--- config.mk ---
export PLATFORM = sky130hd
export DESIGN_NAME = ret_stack_ctrl
export DESIGN_NICKNAME = d
export VERILOG_FILES = /design/src/rtl/ret_stack_ctrl.sv
export SDC_FILE = /design/constraint.sdc
export NUM_CORES = 1
export LEC_CHECK = 0
export CAP_MARGIN = 20
export CORE_UTILIZATION = 55
export CTS_CLUSTER_DIAMETER = 100
export DETAILED_ROUTE_END_ITERATION = 12
export PLACE_DENSITY = 0.71
export SYNTH_ARGS = -nofsm -noshare
export SYNTH_HDL_FRONTEND = slang
export SYNTH_SLANG_ARGS = --single-unit
--- constraint.sdc ---
create_clock -name clk -period 7.8 [get_ports clk]
set_clock_uncertainty 0.1 [all_clocks]
set_input_delay 0.78 -clock clk [delete_from_list [all_inputs] [get_ports clk]]
set_output_delay 0.78 -clock clk [all_outputs]
set_load 0.02 [all_outputs]
--- src/rtl/ret_stack_ctrl.sv ---
// Return-address stack for CALL/RET sequencing: circular buffer with depth tracking,
// sticky overflow/underflow flags and a fault FSM that freezes the stack until err_clr.
module ret_stack_ctrl #(
  parameter int unsigned ADDR_W = 19,
  parameter int unsigned DEPTH  = 16,
  localparam int unsigned PTR_W = $clog2(DEPTH)
) (
  input  logic              clk,
  input  logic              rst_n,
  input  logic              en,
  input  logic              call,
  input  logic              ret,
  input  logic [ADDR_W-1:0] ret_pc,
  input  logic              err_clr,
  output logic [ADDR_W-1:0] top_addr,
  output logic              empty,
  output logic              full,
  output logic [PTR_W:0]    count,
  output logic              overflow_err,
  output logic              underflow_err,
  output logic              fault
);

  localparam logic [PTR_W-1:0] PtrOne   = PTR_W'(1);
  localparam logic [PTR_W-1:0] PtrTwo   = PTR_W'(2);
  localparam logic [PTR_W:0]   CountMax = (PTR_W+1)'(DEPTH);
  localparam logic [PTR_W:0]   CountOne = (PTR_W+1)'(1);

  typedef enum logic [0:0] {StRun, StFault} state_e;

  state_e              state_q, state_d;
  logic [PTR_W-1:0]    sp_q, sp_d;
  logic [PTR_W:0]      count_q, count_d;
  logic [ADDR_W-1:0]   top_q, top_d;
  logic                ovf_q, ovf_d;
  logic                unf_q, unf_d;

  logic [ADDR_W-1:0]   mem [DEPTH];
  logic                mem_we;
  logic [PTR_W-1:0]    mem_waddr;
  logic [PTR_W-1:0]    pop_idx;
  logic                is_empty, is_full;

  assign is_empty = (count_q == '0);
  assign is_full  = (count_q == CountMax);
  // Entry that becomes top-of-stack after a pop (two below the write slot).
  assign pop_idx  = sp_q - PtrTwo;

  always_comb begin
    state_d   = state_q;
    sp_d      = sp_q;
    count_d   = count_q;
    top_d     = top_q;
    ovf_d     = ovf_q;
    unf_d     = unf_q;
    mem_we    = 1'b0;
    mem_waddr = sp_q;

    if (en) begin
      if (err_clr) begin
        state_d = StRun;
        sp_d    = '0;
        count_d = '0;
        top_d   = '0;
        ovf_d   = 1'b0;
        unf_d   = 1'b0;
      end else if (state_q == StRun) begin
        case ({call, ret})
          2'b10: begin
            // A push while full still lands, overwriting the oldest entry via wrap.
            mem_we    = 1'b1;
            mem_waddr = sp_q;
            sp_d      = sp_q + PtrOne;
            top_d     = ret_pc;
            if (is_full) begin
              ovf_d   = 1'b1;
              state_d = StFault;
            end else begin
              count_d = count_q + CountOne;
            end
          end
          2'b01: begin
            if (is_empty) begin
              unf_d   = 1'b1;
              state_d = StFault;
            end else begin
              sp_d    = sp_q - PtrOne;
              count_d = count_q - CountOne;
              top_d   = (count_q == CountOne) ? '0 : mem[pop_idx];
            end
          end
          2'b11: begin
            // Tail-call: replace the current top in place.
            if (is_empty) begin
              unf_d   = 1'b1;
              state_d = StFault;
            end else begin
              mem_we    = 1'b1;
              mem_waddr = sp_q - PtrOne;
              top_d     = ret_pc;
            end
          end
          default: ;
        endcase
      end
    end
  end

  always_ff @(posedge clk or negedge rst_n) begin
    if (!rst_n) begin
      state_q <= StRun;
      sp_q    <= '0;
      count_q <= '0;
      top_q   <= '0;
      ovf_q   <= 1'b0;
      unf_q   <= 1'b0;
    end else begin
      state_q <= state_d;
      sp_q    <= sp_d;
      count_q <= count_d;
      top_q   <= top_d;
      ovf_q   <= ovf_d;
      unf_q   <= unf_d;
    end
  end

  always_ff @(posedge clk) begin
    if (mem_we) begin
      mem[mem_waddr] <= ret_pc;
    end
  end

  assign top_addr      = top_q;
  assign count         = count_q;
  assign empty         = is_empty;
  assign full          = is_full;
  assign overflow_err  = ovf_q;
  assign underflow_err = unf_q;
  assign fault         = (state_q == StFault);

endmodule

==> qor.yml <==
status: "finished, final reports clean"
startpoint: "sp_q[1]$_DFFE_PN0P_"
power_density_mw_per_mm2: 304
tritoncts: "built"
areaGrowthSynthToFinish_pct: 15.7
place_congestion: 0.940
crit_slowest_cell: "ha_2"
hold_start: "overflow_err$_DFFE_PN0P_"
fin_crit_ps: 4140
criticalPathCategory: "flip-flop to flip-flop"
final_nets: 876
grt.total_usage_pct: 26.1
initial_utilization_pct: 56.3
setup-violations-final: 0
synth.distinct_cells: 61
vias: 7824
path_cells: "inv_1 > ha_2 > and2_1 > a22oi_1 > a32oi_1 > o211ai_1"
rsz0062_at_grt: "no"
coreArea_mm2: 0.0244
crit_arrival_ps: 4380
async_reset_ff_share_pct: 9.25
final_cell_mix: "edfxtp_1 (304), mux2i_1 (79), clkdlybuf4s50_1 (53)"
die_x_um: 160
drc: 0
grt_max_degree: 58
grt_pass1_vias: 7672
drtIter0Drc: 943
whs_ps: 412
start_kind: "flip-flop"
die_h_um: 160
synth.cell_area_mm2: 0.0137
cts_root_buf: "clkbuf_16"
tns_ps: 0
period_share_pct: 53.1
die-area_mm2: 0.0256
vias_per_cell: 6.59
place_ws_ps: 3420
syn_area_per_cell_um2: 18.0
antenna_found_initial: 0
r2r-start: "sp_q[1]$_DFFE_PN0P_"
cts_resized: 0
drv_cap: 0
end_kind: "flip-flop"
hold_class: "flip-flop to flip-flop"
synth_ff_type: "edfxtp_1"
worst_slack_ps: 3660
path_max_fanout: 42
vdd_drop_max_v: 0.000166
numClockSinks: 335
critPathBufInv: 1
slew_headroom_pct: 26.3
worst_pin_slew_ps: 1100
postLayoutCoreUtil_pct: 65.1
ioPinCount: 54
ff2ff_setup_slack_ps: 3660
cts_max_path_buffers: 3
slowest_delay_ps: 1250
ys_seq_area_share_pct: 72.1
slew_viol_final: 0
clk_pin_slew_worst_paths_ps: 60
grt_overflow_total: 0
totalWireLength_mm: 33.0
post_cts_buffers: 0
mappedNetlistNets: 802
fin_area_mm2: 0.0159
numCtsBuffers: 34
grt_pass1_wl_mm: 48.7
ys_ff_latch: 335
drt_pre_antenna_iters: 5
ctsHoldBuffers: 0
fmax_ghz: 0.242
wl_per_cell_um: 27.8
n_antenna_cell: 0
ant_nets: 0
htree_levels: 2
layout_commonest_cell: "edfxtp_1"
ys.warnings.count: 0
synth_edf_count: 304
path_delay_family: "adder cells"
num_rows: 57
dp_hpwl_mm: 20.8
clkLatencyLatePin_ps: 510
hold_viol: 0
port-buffer-count: 53
drive_above_1_share_pct: 18.1
leakage_nw: 5.14
placed_cell_area_mm2: 0.0147
critPathRequiredTime_ps: 8040
netlist_instances: 764
## report_power, final
part	switching, mW	internal, mW
sequential	0.0762	2.02
combinational	0.686	0.497
clock	0.646	0.908
total	1.41	3.43
## through the flow
step	instances	power (mW)
2_1_floorplan	764	2.89
3_3_place_gp	1114	3.28
3_5_place_dp	1116	3.29
4_1_cts	1177	4.83
5_1_grt	1187	4.99
6_report	1187	4.84
## metal layers
layer / wire length, um / GRT usage (%) / vias up
met1: 13300 / 37.5 / 4006
met3: 3080 / 4.86 / 80
met2: 15500 / 39.9 / 441
li1: - / - / 3297
met5: 0 / 0 / -
met4: 1220 / 10.1 / 0
## registers in the layout, indices dropped and copies added (netlist names)
register,flops
mem,304
overflow_err,1
top_addr,19
sp_q,4
fault,1
underflow_err,1
count,5
## tightest hold or removal path, cell delays in order (launching register included)
cell     delay [ps]
dfrtp_1         350
a21oi_1          40
nor2_1           80
## logic make-up after synthesis
family / synth area share [%]
adder cells (fa/ha/maj): 1.18
XOR/XNOR: 0.255
flip-flops: 72.1
multiplexers: 13.5
AND/OR/NAND/NOR: 3.72
buffers and inverters: 2.08
AO/OA/AOI/OAI: 7.11
## Yosys cell counts, drive strengths merged, types with 3 or more instances
| cell type | n | area [um^2] |
|---|---|---|
| o21a | 3 | 22.5 |
| nand2 | 7 | 26.3 |
| a211oi | 3 | 22.5 |
| mux4 | 38 | 856 |
| nor2 | 23 | 86.3 |
| buf | 25 | 165 |
| nor2b | 3 | 18.8 |
| o211ai | 21 | 163 |
| mux2 | 19 | 214 |
| ha | 13 | 163 |
| a32oi | 21 | 184 |
| a31oi | 7 | 43.8 |
| xnor2 | 3 | 26.3 |
| a21oi | 6 | 30.0 |
| clkbuf | 19 | 71.3 |
| nand3 | 39 | 195 |
| o31ai | 3 | 22.5 |
| mux2i | 79 | 791 |
| dfrtp | 31 | 776 |
| nor3 | 3 | 20.0 |
| inv | 13 | 48.8 |
| o21ai | 4 | 20.0 |
| edfxtp | 304 | 9130 |
| a22oi | 38 | 285 |
## worst paths after layout
path	cells past startpoint	to
min	2	overflow_err$_DFFE_PN0P_
min in group asynchronous	2	count[3]$_DFFE_PN0P_
max reg2reg	6	top_addr[15]$_DFFE_PN0P_
max	6	top_addr[15]$_DFFE_PN0P_
min reg2reg	2	overflow_err$_DFFE_PN0P_
max in group asynchronous	2	sp_q[0]$_DFFE_PN0P_
## layout make-up
type / count / area (um^2)
flip-flops and latches: 335 / 9910
fillers: 1645 / 8500
multi-input cells: 372 / 3590
clock buffers: 51 / 946
repair buffers: 82 / 888
well taps: 324 / 405
clock inverters: 10 / 103
inverters: 13 / 48.8
Note: power is estimated with default switching activity, not from simulation.
